**src/rtl/sprite_eval.sv**
```systemverilog
// Per-line sprite evaluator: scans OAM through a one-cycle-latency read port and
// keeps up to LINE_MAX hits sorted by X, with the tile row already resolved.
`timescale 1ns/1ps
module sprite_eval #(
  parameter int SPRITE_COUNT = 40,
  parameter int LINE_MAX     = 10,
  parameter int IDX_W        = 6,
  parameter int CNT_W        = 4
) (
  input  logic             clockgb,
  input  logic             reset,
  input  logic             start,
  input  logic [7:0]       line,
  input  logic             tall,
  output logic [IDX_W-1:0] oam_index,
  input  logic [7:0]       oam_y,
  input  logic [7:0]       oam_x,
  input  logic [7:0]       oam_tile,
  input  logic [7:0]       oam_attr,
  output logic             busy,
  output logic             done,
  output logic [CNT_W-1:0] count,
  input  logic [CNT_W-1:0] slot_sel,
  output logic [7:0]       slot_x,
  output logic [7:0]       slot_tile,
  output logic [7:0]       slot_attr,
  output logic [2:0]       slot_row
);

  typedef enum logic [1:0] {IDLE = 2'd0, SCAN = 2'd1, DONE = 2'd2} state_t;

  state_t           state_r, state_s;
  logic [7:0]       line_r;
  logic             tall_r;
  logic [IDX_W-1:0] idx_r;
  logic [IDX_W-1:0] eval_idx_r;
  logic             eval_vld_r;
  logic [CNT_W-1:0] count_r;
  logic             busy_r, done_r;

  logic [7:0] slot_x_r    [LINE_MAX];
  logic [7:0] slot_tile_r [LINE_MAX];
  logic [7:0] slot_attr_r [LINE_MAX];
  logic [2:0] slot_row_r  [LINE_MAX];

  logic [8:0]       diff_s;
  logic [4:0]       h_s;
  logic             hit_s;
  logic [3:0]       row_s;
  logic [7:0]       tile_s;
  logic [CNT_W-1:0] pos_s;
  logic             ins_s;

  assign oam_index = idx_r;
  assign busy      = busy_r;
  assign done      = done_r;
  assign count     = count_r;

  // Hit test, row/tile resolution and stable sorted insert position for the entry on the OAM bus
  always_comb begin
    diff_s = {1'b0, line_r} + 9'd16 - {1'b0, oam_y};
    h_s    = tall_r ? 5'd16 : 5'd8;
    hit_s  = (diff_s < {4'd0, h_s});
    if (oam_attr[6]) begin
      row_s = tall_r ? (4'd15 - diff_s[3:0]) : (4'd7 - diff_s[3:0]);
    end else begin
      row_s = diff_s[3:0];
    end
    tile_s = tall_r ? {oam_tile[7:1], row_s[3]} : oam_tile;
    // Equal X counts as "before", so a later OAM entry lands behind earlier ones
    pos_s = '0;
    for (int i = 0; i < LINE_MAX; i++) begin
      if ((CNT_W'(i) < count_r) && (slot_x_r[i] <= oam_x)) begin
        pos_s = pos_s + CNT_W'(1);
      end else begin
        pos_s = pos_s;
      end
    end
    ins_s = (state_r == SCAN) && eval_vld_r && hit_s && (count_r < CNT_W'(LINE_MAX));
  end

  // Next-state logic; start restarts from any state
  always_comb begin
    state_s = state_r;
    if (start) begin
      state_s = SCAN;
    end else begin
      case (state_r)
        IDLE: state_s = IDLE;
        SCAN: begin
          if (ins_s && (count_r == CNT_W'(LINE_MAX - 1))) begin
            state_s = DONE;
          end else if (eval_vld_r && (eval_idx_r == IDX_W'(SPRITE_COUNT - 1))) begin
            state_s = DONE;
          end else begin
            state_s = SCAN;
          end
        end
        DONE:    state_s = IDLE;
        default: state_s = IDLE;
      endcase
    end
  end

  // State register with busy/done registered alongside it
  always_ff @(posedge clockgb or posedge reset) begin
    if (reset) begin
      state_r <= IDLE;
      busy_r  <= 1'b0;
      done_r  <= 1'b0;
    end else begin
      state_r <= state_s;
      busy_r  <= (state_s == SCAN);
      done_r  <= (state_s == DONE);
    end
  end

  // Scan address pipeline and slot list maintenance
  always_ff @(posedge clockgb or posedge reset) begin
    if (reset) begin
      line_r     <= 8'd0;
      tall_r     <= 1'b0;
      idx_r      <= '0;
      eval_idx_r <= '0;
      eval_vld_r <= 1'b0;
      count_r    <= '0;
      for (int i = 0; i < LINE_MAX; i++) begin
        slot_x_r[i]    <= 8'd0;
        slot_tile_r[i] <= 8'd0;
        slot_attr_r[i] <= 8'd0;
        slot_row_r[i]  <= 3'd0;
      end
    end else if (start) begin
      line_r     <= line;
      tall_r     <= tall;
      idx_r      <= '0;
      eval_idx_r <= '0;
      eval_vld_r <= 1'b0;
      count_r    <= '0;
    end else if (state_r == SCAN) begin
      idx_r      <= (idx_r == IDX_W'(SPRITE_COUNT - 1)) ? idx_r : idx_r + IDX_W'(1);
      eval_idx_r <= idx_r;
      eval_vld_r <= 1'b1;
      if (ins_s) begin
        for (int i = LINE_MAX - 1; i > 0; i--) begin
          if (CNT_W'(i) > pos_s) begin
            slot_x_r[i]    <= slot_x_r[i-1];
            slot_tile_r[i] <= slot_tile_r[i-1];
            slot_attr_r[i] <= slot_attr_r[i-1];
            slot_row_r[i]  <= slot_row_r[i-1];
          end
        end
        slot_x_r[pos_s]    <= oam_x;
        slot_tile_r[pos_s] <= tile_s;
        slot_attr_r[pos_s] <= oam_attr;
        slot_row_r[pos_s]  <= row_s[2:0];
        count_r            <= count_r + CNT_W'(1);
      end
    end else begin
      eval_vld_r <= 1'b0;
    end
  end

  // Slot read port; unused slots read as zero
  always_comb begin
    if (slot_sel < count_r) begin
      slot_x    = slot_x_r[slot_sel];
      slot_tile = slot_tile_r[slot_sel];
      slot_attr = slot_attr_r[slot_sel];
      slot_row  = slot_row_r[slot_sel];
    end else begin
      slot_x    = 8'd0;
      slot_tile = 8'd0;
      slot_attr = 8'd0;
      slot_row  = 3'd0;
    end
  end

endmodule

```
**config.mk**
```make
export PLATFORM = sky130hd
export DESIGN_NAME = sprite_eval
export DESIGN_NICKNAME = d
export VERILOG_FILES = /design/src/rtl/sprite_eval.sv
export SDC_FILE = /design/constraint.sdc
export NUM_CORES = 1
export LEC_CHECK = 0
export ABC_CLOCK_PERIOD_IN_PS = 9650
export CAP_MARGIN = 20
export CORE_MARGIN = 2
export CORE_UTILIZATION = 45
export CTS_CLUSTER_SIZE = 40
export DETAILED_ROUTE_END_ITERATION = 7
export RECOVER_POWER = 100
export SLEW_MARGIN = 20
export SYNTH_ARGS = -nofsm -noshare
export SYNTH_HDL_FRONTEND = slang
export SYNTH_SLANG_ARGS = --single-unit
export TNS_END_PERCENT = 10
```
**constraint.sdc**
```tcl
create_clock -name clockgb -period 9.65 [get_ports clockgb]
set_clock_uncertainty 0.1 [all_clocks]
set_input_delay 1.93 -clock clockgb [delete_from_list [all_inputs] [get_ports clockgb]]
set_output_delay 1.93 -clock clockgb [all_outputs]
set_load 0.005 [all_outputs]
```
# Word-level counts from Yosys, hierarchy flattened
# Index checks and enable logic that the tools add are counted.
[op_classes]
n_addsub = 15
magnitude_cmp = 35
eq_ne = 7
muxes = 196
bitwise = 3
n_reduce_logical = 21
[op_table]
columns = ["op", "count"]
rows = [
  ["8-bit two-way mux", 118],
  ["80-bit bitwise mux", 3],
  ["3-bit two-way mux", 40],
  ["8-bit binary-select mux with 4-bit select", 3],
  ["8-bit <= comparator", 10],
  ["4-bit two-way mux", 14],
  ["4-bit by 1-bit adder with 4-bit output (second input constant)", 10],
  ["8-bit demux with 4-bit select", 1],
  ["30-bit bitwise mux", 1],
  ["6-bit two-way mux", 5],
  ["3-bit by 4-bit > comparator with 1-bit output (first input constant)", 4],
  ["1-bit logical AND", 16],
  ["3-bit by 4-bit < comparator with 1-bit output (first input constant)", 4],
  ["3-bit binary-select mux with 4-bit select", 1],
  ["3-bit demux with 4-bit select", 1],
  ["6-bit equality test (second input constant)", 2],
  ["5-bit >= comparator (second input constant)", 2],
  ["4-bit NOT with 5-bit output", 2],
  ["8-bit by 5-bit adder with 9-bit output (second input constant)", 1],
  ["9-bit by 5-bit < comparator with 1-bit output", 1],
  ["9-bit by 8-bit subtractor with 9-bit output", 1],
  ["2-bit by 4-bit > comparator with 1-bit output (first input constant)", 2],
  ["4-bit > comparator (first input constant)", 2],
  ["1-bit by 4-bit < comparator with 1-bit output (first input constant)", 2],
  ["other kinds (20)", 31],
]
[word_totals]
ff_bits = 300
in_bits = 48
word_cells = 326

# Longest topological paths before layout
# Gate-level depths: netlist of run 1.
[depth]
ltp_word = 27
mapped_depth = 41
depth_no_buf = 40

# Worst setup path after synthesis of run 1
# OpenSTA, ideal clock, no wires.
[synth_timing]
path_type = "in2reg"
startpoint = "input oam_x[1]"
endpoint = "register slot_x_r[1] (netlist bit)"
setup_time_ns = 0.143
arrival_time_ns = 9.230
path_slack_ns = 0.177
path_stages = 41
path_buffers = 3
path_cell_list = "inv_1 -> ha_1 -> nor2b_1 -> o21a_1 -> o21ai_0 -> nand2b_1 -> a21oi_1 -> nor2_1 -> a211oi_1 -> o22ai_1 -> inv_1 -> ha_1 -> clkbuf_1 -> xor2_1 -> ha_1 -> o21ai_0 -> nand2_1 -> ha_1 -> [... 5 more ...] -> a21oi_1 -> xnor2_1 -> o21ai_0 -> ha_1 -> inv_1 -> a211o_1 -> a211oi_1 -> or2_1 -> ha_1 -> nand2_1 -> xor2_1 -> xnor2_1 -> nand2b_1 -> nor3_1 -> and2_1 -> buf_2 -> clkbuf_1 -> a211oi_1"
[synth_via]
elab_chain_len = 27
elab_cells_between_ends = 51
classes_between = "add/sub (9); order compare (13); mux (17); bitwise (1); reduce/logical (11)"
[synth_lines]
columns = ["item", "line", "source"]
rows = [
  ["start: declaration", "17", "input logic [7:0] oam_x,"],
  ["8-bit <= comparator", "73", "if ((CNT_W'(i) < count_r) && (slot_x_r[i] <= oam_x)) begin"],
  ["1-bit logical AND", "73", ""],
  ["1-bit two-way mux", "73", ""],
  ["4-bit by 1-bit adder with 4-bit output", "74", "pos_s = pos_s + CNT_W'(1);"],
  ["4-bit two-way mux", "73", ""],
  ["4-bit by 1-bit adder with 4-bit output", "74", ""],
  ["4-bit two-way mux", "73", ""],
  ["4-bit by 1-bit adder with 4-bit output", "74", ""],
  ["[... 11 more ...]", "-", ""],
  ["4-bit by 1-bit adder with 4-bit output", "74", ""],
  ["4-bit two-way mux", "73", ""],
  ["4-bit NOT with 5-bit output (implied by the code) / 4-bit > comparator (equally long branches)", "153, 146", ""],
  ["5-bit >= comparator (implied by the code) (tied with other cells)", "153", "slot_x_r[pos_s] <= oam_x;"],
  ["1-bit logical AND (implied by the code) / 8-bit two-way mux (equally long branches)", "153, 144", ""],
  ["8-bit two-way mux, on equally long branches", "153, 140", ""],
  ["8-bit demux with 4-bit select / 8-bit two-way mux (equally long branches)", "153, 133", ""],
  ["80-bit bitwise mux (*)", "153", ""],
  ["end signal: indexed assignment", "147", "slot_x_r[i] <= slot_x_r[i-1];"],
  ["end signal: indexed assignment", "153", ""],
  ["end: declaration", "41", "logic [7:0] slot_x_r [LINE_MAX];"],
]
# Mark *: on every way between the ends. The rest lies on a longest branch, timed or not. The select of a mux whose other input is x is not followed.
# A chain may end at the register's enable or synchronous reset.

# Final worst setup path of run 1
[layout_timing]
startpoint = "input oam_x[1]"
endpoint = "register slot_attr_r[45] (netlist bit)"
[layout_via]
elab_chain_len = 27
elab_cells_between_ends = 51
classes_between = "add/sub (9); order compare (13); mux (17); bitwise (1); reduce/logical (11)"
[layout_lines]
columns = ["item", "line", "source"]
rows = [
  ["8-bit <= comparator", "73", ""],
  ["1-bit logical AND", "73", ""],
  ["1-bit two-way mux", "73", ""],
  ["4-bit by 1-bit adder with 4-bit output", "74", ""],
  ["4-bit two-way mux", "73", ""],
  ["4-bit by 1-bit adder with 4-bit output", "74", ""],
  ["4-bit two-way mux", "73", ""],
  ["4-bit by 1-bit adder with 4-bit output", "74", ""],
  ["[... 11 more ...]", "-", ""],
  ["4-bit by 1-bit adder with 4-bit output", "74", ""],
  ["4-bit two-way mux (*)", "73", ""],
  ["4-bit NOT with 5-bit output (implied by the code) / 3-bit by 4-bit > comparator with 1-bit output (equally long branches)", "155, 146", ""],
  ["5-bit >= comparator (implied by the code) (tied with other cells)", "155", "slot_attr_r[pos_s] <= oam_attr;"],
  ["1-bit logical AND (implied by the code) / 8-bit two-way mux (equally long branches)", "155, 144", ""],
  ["8-bit two-way mux, on equally long branches", "155, 140", ""],
  ["8-bit demux with 4-bit select / 8-bit two-way mux (equally long branches)", "155, 133", ""],
  ["80-bit bitwise mux (*)", "155", ""],
  ["end signal: indexed assignment", "149", "slot_attr_r[i] <= slot_attr_r[i-1];"],
  ["end signal: indexed assignment", "155", ""],
  ["end: declaration", "43", "logic [7:0] slot_attr_r [LINE_MAX];"],
]
# Marks and branches as above.

==> results of run 1 <==
cell families (layout without fill, tap and decap cells):
family	Yosys count	after routing	share of synthesized area [%]
AO/OA/AOI/OAI	519	519	18.4
adder cells (fa/ha/maj)	114	114	7.18
XOR/XNOR	41	41	2.12
multiplexers	260	260	18.4
flip-flops	300	300	37.6
AND/OR/NAND/NOR	463	464	11.6
buffers and inverters	210	377	4.69
per-stage QoR:
| step | total power, mW | TNS [ns] | std cells |
|---|---|---|---|
| after floorplan | 2.49 | 0 | 1907 |
| after global placement | 2.83 | -40.26 | 2595 |
| after detailed placement | 2.87 | -63.89 | 2595 |
| after CTS | 4.19 | 0 | 2656 |
| after global routing | 4.41 | 0 | 2667 |
| final | 4.19 | 0 | 2667 |
path summary, 6_finish.rpt:
path / end / cells after the start / startpoint
hold / removal: line_r[2]$_DFFE_PP0P_ / 1 / line_r[2]$_DFFE_PP0P_
max in group asynchronous: slot_tile_r[64]$_DFFE_PP0P_ / 3 / reset
setup / recovery: slot_attr_r[45]$_DFFE_PP0P_ / 40 / oam_x[1]
setup reg to reg: slot_attr_r[45]$_DFFE_PP0P_ / 38 / slot_x_r[65]$_DFFE_PP0P_
min in group asynchronous: slot_x_r[49]$_DFFE_PP0P_ / 2 / reset
hold reg to reg: line_r[2]$_DFFE_PP0P_ / 1 / line_r[2]$_DFFE_PP0P_
per-layer routing:
layer / GRT usage [%] / wire length (um)
met2: 45.0 / 29500
met4: 9.24 / 2430
met5: 0 / 0
met1: 39.4 / 28300
met3: 4.92 / 5390
synth_stat cells (8+ instances only):
library cell / number / area, sq um
sky130_fd_sc_hd__nand2_1: 106 / 398
sky130_fd_sc_hd__clkbuf_1: 85 / 319
sky130_fd_sc_hd__a21o_1: 20 / 150
sky130_fd_sc_hd__buf_2: 26 / 130
sky130_fd_sc_hd__buf_6: 14 / 158
sky130_fd_sc_hd__a21oi_1: 144 / 721
sky130_fd_sc_hd__nand3_1: 48 / 240
sky130_fd_sc_hd__mux2_4: 59 / 886
sky130_fd_sc_hd__xor2_1: 14 / 123
sky130_fd_sc_hd__a211o_1: 8 / 70.1
sky130_fd_sc_hd__ha_1: 113 / 1410
sky130_fd_sc_hd__dfrtp_1: 300 / 7510
sky130_fd_sc_hd__o22ai_1: 52 / 325
sky130_fd_sc_hd__o21bai_1: 8 / 60.1
sky130_fd_sc_hd__mux2i_1: 62 / 621
sky130_fd_sc_hd__nor2b_1: 12 / 75.1
sky130_fd_sc_hd__nor3_1: 14 / 70.1
sky130_fd_sc_hd__mux2_1: 37 / 417
sky130_fd_sc_hd__nor2_1: 136 / 510
sky130_fd_sc_hd__a22oi_1: 53 / 398
sky130_fd_sc_hd__mux2_2: 48 / 541
sky130_fd_sc_hd__o32ai_1: 22 / 193
sky130_fd_sc_hd__a221o_1: 51 / 510
sky130_fd_sc_hd__and2_1: 33 / 206
sky130_fd_sc_hd__nand4_1: 22 / 138
sky130_fd_sc_hd__a211oi_1: 31 / 233
sky130_fd_sc_hd__buf_1: 13 / 48.8
sky130_fd_sc_hd__and3_1: 54 / 338
sky130_fd_sc_hd__a2bb2oi_2: 15 / 225
sky130_fd_sc_hd__nand2b_1: 9 / 56.3
sky130_fd_sc_hd__inv_1: 67 / 251
sky130_fd_sc_hd__a2bb2oi_1: 13 / 114
sky130_fd_sc_hd__mux4_2: 54 / 1220
sky130_fd_sc_hd__o21ai_0: 52 / 260
sky130_fd_sc_hd__xnor2_1: 21 / 184
flip-flops by register name (all words and copies together) (netlist names), 2 cells and up:
name and count:
eval_idx_r 6, line_r 8, slot_row_r 30, slot_attr_r 80, oam_index 6, state_r 2
slot_x_r 80, count 4, slot_tile_r 80
layout make-up:
class	instances	area, sq um	area share [%]
Timing Repair Buffer	247	2410	10.2
Sequential cell	300	7510	31.6
Clock buffer	53	1050	4.41
Inverter	69	260	1.10
Clock inverter	8	51.3	0.216
Multi-Input combinational cell	1398	11700	49.4
Tap cell	592	741	3.12
layout by cell type, fill, tap and decap left out, drive strengths merged, types with 62 or more instances in the layout:
| cell type | count |
|---|---|
| clkdlybuf4s50 | 62 |
| buf | 154 |
| inv | 70 |
| ha | 113 |
| nor2 | 137 |
| nand2 | 107 |
| mux2 | 144 |
| dfrtp | 300 |
| clkbuf | 63 |
| mux2i | 62 |
| a21oi | 147 |
power breakdown:
part | switching, mW | internal (mW)
Clock | 0.567 | 0.751
Sequential | 0.245 | 1.50
Combinational | 0.556 | 0.569
Total | 1.37 | 2.82
what timing repair did:
action                                  CTS  global route
setup buffers                             0             9
resized for setup                         0            25
endpoints found under the setup margin    0           270
==> qor.log, run 1 <==
qor: cells_and_area.antenna_cells 0
qor: global_routing.grt_start_max_net_pins 145
qor: logic_synthesis.syn_area_per_cell 10.5 sq um
qor: place.gp_congestion 0.918
qor: logic_synthesis.synthesized_netlist_net_count 2069
qor: floorplan.chipWidth 215 um
qor: cells_and_area.synthToLayoutAreaGrowth 18.8%
qor: clock_network.cts_tree yes
qor: floorplan.floorplan.initialDensity 45.4%
qor: logic_synthesis.netlist_area 0.0200 sq mm
qor: worst_setup_path.critPathMaxStageDelay 0.48 ns
qor: run.maxCapViolations 7
qor: clock_network.htreeDepth 2
qor: logic_synthesis.seq_area_frac_synth 37.6%
qor: sta.drv_slew 427
qor: sta.fin_crit_sh 94.9%
qor: clock_network.tritoncts.num_buffers 37
qor: floorplan.design.die.area 0.0461 sq mm
qor: logic_synthesis.number_of_enable_type_register_cells_in_the_synthesized_netlist 0
qor: power_and_ir_drop.ir_drop 101 uV
qor: logic_synthesis.ys_ff_latch 300
qor: logic_synthesis.synth.yosys.warnings 0
qor: global_routing.grt_antenna_before_repair 0
qor: worst_setup_path.regToRegSetupSlack 1.98 ns
qor: sta.worst_hold_slack 0.413 ns
qor: detailed_routing.detail-route-antenna-nets 0
qor: place.placed_area 0.0225 sq mm
qor: cells_and_area.final_util 53.9%
qor: worst_setup_path.cp_num_buf_inv 7
qor: logic_synthesis.synthesis.instances 1907
qor: sta.worst_max_slew_margin_expressed_relative_to_the_limit -148%
qor: clock_network.ctsHoldBuffers 0
qor: clock_network.ctsRootBufferMaster sky130_fd_sc_hd__clkbuf_16
qor: worst_setup_path.timing_worst_setup_path_type in -> reg
qor: cells_and_area.final.fill_count 3870
qor: floorplan.fp.coreArea 0.0440 sq mm
qor: sta.fmax 109 MHz
qor: place.dp_slack -0.390 ns
qor: cells_and_area.drive_gt1_share 21.1%
qor: worst_hold_path.hold_path.class reg -> reg
qor: worst_setup_path.cp_data_required_time 9.98 ns
qor: logic_synthesis.yosys_most_used_dff sky130_fd_sc_hd__dfrtp_1
qor: logic_synthesis.synth.lib_cells_used.distinct 80
qor: sta.hold_viol 0
qor: worst_setup_path.kind_of_capture_point_of_the_worst_setup_path register
qor: detailed_routing.drt_pre_antenna_iters 6
qor: status.result_of_the_run finished with violations
qor: sta.worst_slew_pin_slew 3.72 ns
qor: global_routing.grt_remaining_overflow 0
qor: floorplan.die_h 215 um
qor: place.dpl.hpwl 44700 um
qor: worst_setup_path.crit_family adder cells
qor: detailed_routing.avgRoutedWirePerCell 24.6 um
qor: sta.setup_ws_final 0.496 ns
qor: detailed_routing.drc 0
qor: global_routing.grtUsageTotal 28.4%
qor: cells_and_area.final_net_count 2215
qor: detailed_routing.routed_wirelength 65600 um
qor: global_routing.grt_first_pass_wirelength 101000 um
qor: power_and_ir_drop.p_leak 11.1 nW
qor: worst_setup_path.critical-path-top-cell-by-count sky130_fd_sc_hd__ha_1
qor: detailed_routing.drt_iter0_markers 1482
qor: detailed_routing.via_per_inst 6.31
qor: floorplan.placement_rows 77
qor: sta.setup_violations 0
qor: place.port_buffers 86
qor: worst_setup_path.timing.critical_path.fanout_max 14
qor: floorplan.number_of_top_level_design_ports 87
qor: worst_setup_path.crit_arrival 9.49 ns
qor: worst_setup_path.worstSetupStartpointType primary input
qor: logic_synthesis.postSynth.asyncResetShare 100%
qor: status.failed_checks max-capacitance violations, max-slew violations
qor: clock_network.insertion_delay 0.56 ns
qor: power_and_ir_drop.power.density 177 mW/mm^2
qor: global_routing.number_of_global_route_vias_before_repair 16847
qor: detailed_routing.dr_total_vias 16839
qor: clock_network.cts_sinks 300
qor: sta.unrepaired_setup_endpoints_after_global_routing no
qor: worst_setup_path.critical_path.slowest_cell sky130_fd_sc_hd__clkdlybuf4s50_1
qor: clock_network.clock_path_buffers 3
qor: clock_network.clock_slew_at_reported_path_ffs 0.06 ns
qor: cells_and_area.final_area 0.0237 sq mm
qor: sta.finalWorstPathRequiredPeriod 9.15 ns
(Power assumes the default switching activity.)
==> inputs of run 2 (changes only) <==
SLEW_MARGIN = 30   (was 20)
==> run 2 against run 1 <==
Compared with the run above: the run still ends with max-capacitance violations, max-slew violations left; fmax up 0.18%; largest cell class unchanged; combinational power about the same; cell count about the same.
==> qor.log, run 2 (synthesis gave the netlist of run 1 again) <==
qor: cells_and_area.final_common_cell sky130_fd_sc_hd__dfrtp_1
qor: cells_and_area.final_util 53.9%
qor: status.result_of_the_run finished with violations
qor: detailed_routing.routed_wirelength 65600 um
qor: clock_network.clock_slew_at_reported_path_ffs 0.06 ns
qor: detailed_routing.drt_pre_antenna_iters 5
qor: worst_setup_path.critical_path.slowest_cell sky130_fd_sc_hd__clkdlybuf4s50_1
qor: worst_hold_path.hold_path.class reg -> reg
qor: worst_setup_path.kind_of_capture_point_of_the_worst_setup_path register
qor: clock_network.ctsHoldBuffers 0
qor: global_routing.grt_antenna_before_repair 0
qor: run.maxCapViolations 7
qor: global_routing.grt_remaining_overflow 0
qor: sta.fin_crit_sh 94.7%
qor: detailed_routing.detail-route-antenna-nets 0
qor: power_and_ir_drop.power.density 177 mW/mm^2
qor: global_routing.grt_start_max_net_pins 145
qor: clock_network.clock_path_buffers 3
qor: cells_and_area.final_cells 2666
qor: cells_and_area.layout_common_cells sky130_fd_sc_hd__dfrtp_1 (300), sky130_fd_sc_hd__a21oi_1 (141), sky130_fd_sc_hd__nor2_1 (134)
qor: worst_setup_path.cp_data_required_time 9.98 ns
qor: clock_network.insertion_delay 0.56 ns
qor: sta.finalWorstPathRequiredPeriod 9.14 ns
qor: sta.hold_viol 0
qor: worst_setup_path.critical-path-top-cell-by-count sky130_fd_sc_hd__ha_1
qor: global_routing.grtUsageTotal 28.4%
qor: cells_and_area.final.fill_count 3870
qor: power_and_ir_drop.report.power.total 4.19 mW
qor: cells_and_area.biggestRegsByFlops slot_attr_r: 80 flops, slot_tile_r: 80 flops, slot_x_r: 80 flops
qor: global_routing.number_of_global_route_vias_before_repair 16847
qor: clock_network.tritoncts.num_buffers 37
qor: sta.drv_slew 419
qor: detailed_routing.via_per_inst 6.30
qor: worst_setup_path.r2r.worst_path.cells 38
qor: clock_network.cts_sinks 300
qor: clock_network.cts_tree yes
qor: worst_setup_path.reg2reg_from slot_x_r[65]$_DFFE_PP0P_
qor: worst_hold_path.worst_hold_path.endpoint line_r[2]$_DFFE_PP0P_
qor: sta.worst_max_slew_margin_expressed_relative_to_the_limit -147%
qor: worst_setup_path.timing.critical_path.fanout_max 14
qor: floorplan.die_h 215 um
qor: cells_and_area.synthToLayoutAreaGrowth 18.8%
qor: clock_network.ctsRootBufferMaster sky130_fd_sc_hd__clkbuf_16
qor: worst_setup_path.crit_arrival 9.47 ns
qor: floorplan.number_of_top_level_design_ports 87
qor: worst_hold_path.timing.hold.worst_path_depth 1
qor: place.port_buffers 86
qor: detailed_routing.dr_total_vias 16808
qor: detailed_routing.avgRoutedWirePerCell 24.6 um
qor: place.dpl.hpwl 44700 um
qor: power_and_ir_drop.ir_drop 101 uV
qor: worst_setup_path.critPathMaxStageDelay 0.48 ns
qor: worst_setup_path.worstSetupStartpointType primary input
qor: detailed_routing.drt_iter0_markers 1450
qor: floorplan.design.die.area 0.0461 sq mm
qor: sta.fmax 109 MHz
qor: cells_and_area.antenna_cells 0
qor: power_and_ir_drop.p_leak 11.1 nW
qor: floorplan.fp.coreArea 0.0440 sq mm
qor: place.place_inst 2595
qor: floorplan.chipWidth 215 um
qor: sta.unrepaired_setup_endpoints_after_global_routing no
qor: sta.worst_slew_pin_slew 3.70 ns
qor: sta.setup_violations 0
qor: sta.setup_ws_final 0.513 ns
qor: floorplan.floorplan.initialDensity 45.4%
qor: sta.worst_hold_slack 0.411 ns
qor: place.dp_slack -0.390 ns
qor: place.gp_congestion 0.918
qor: status.failed_checks max-capacitance violations, max-slew violations
qor: worst_hold_path.hp-start line_r[2]$_DFFE_PP0P_
qor: worst_setup_path.regToRegSetupSlack 2.00 ns
qor: global_routing.grt_first_pass_wirelength 101000 um
qor: detailed_routing.drc 0
qor: worst_setup_path.timing_worst_setup_path_type in -> reg
qor: cells_and_area.drive_gt1_share 21.0%
qor: floorplan.placement_rows 77
qor: worst_setup_path.rr_endpoint slot_attr_r[45]$_DFFE_PP0P_
qor: cells_and_area.final_net_count 2214
qor: clock_network.htreeDepth 2
run 2: critical path: cells and delay by family:
| family | cells | cell delay [ns] |
|---|---|---|
| adder cells (fa/ha/maj) | 7 | 1.81 |
| AO/OA/AOI/OAI | 11 | 1.77 |
| AND/OR/NAND/NOR | 9 | 1.39 |
| buffers and inverters | 7 | 1.09 |
| XOR/XNOR | 4 | 0.84 |
| multiplexers | 2 | 0.63 |
run 2: worst max path at each step:
stage | slack (ns) | to | depth (start not counted) | startpoint
after global placement | -0.26 | slot_attr_r[42]$_DFFE_PP0P_ | 40 | oam_x[1]
after floorplan | 0.18 | slot_x_r[1]$_DFFE_PP0P_ | 41 | oam_x[1]
after detailed placement | -0.39 | slot_attr_r[45]$_DFFE_PP0P_ | 40 | oam_x[1]
after CTS | 0.15 | slot_attr_r[45]$_DFFE_PP0P_ | 40 | oam_x[1]
after global routing | 0.01 | slot_tile_r[34]$_DFFE_PP0P_ | 42 | oam_x[1]
final | 0.51 | slot_attr_r[45]$_DFFE_PP0P_ | 40 | oam_x[1]
run 2: repair_timing:
action | in CTS | in global routing
buffers inserted | 0 | 8
hold endpoints to repair | 0 | 0
gates resized for setup | 0 | 23
setup endpoints to repair | 0 | 270
run 2: final cells by class:
cell class,instances,area (sq um),share of cell area (%)
clock buffers,53,1050,4.41
inverters,69,260,1.10
repair buffers,247,2410,10.2
clock inverters,8,51.3,0.216
flip-flops and latches,300,7510,31.6
multi-input cells,1397,11700,49.3
well taps,592,741,3.12
run 2: stage by stage:
step | TNS [ns] | area, sq um
after global routing | 0 | 23700
after detailed placement | -63.89 | 22500
after CTS | 0 | 23600
final | 0 | 23700
after global placement | -40.26 | 22500
after floorplan | 0 | 20000
run 2: report_power, final:
| group | internal, mW | switching (mW) |
|---|---|---|
| sequential | 1.50 | 0.244 |
| combinational | 0.569 | 0.558 |
| clock | 0.751 | 0.570 |
| total | 2.82 | 1.37 |
run 2: routing by layer:
metal  up-vias  global-route usage [%]  wire length (um)  share of wire [%]
met4         0                    9.24              2320                3.5
li1       7457                       -                 -                  -
met1      8467                    39.4             28200                 43
met3       138                    4.92              5130                7.8
met5         -                       0                 0                  0
met2       746                    45.0             29900                 46
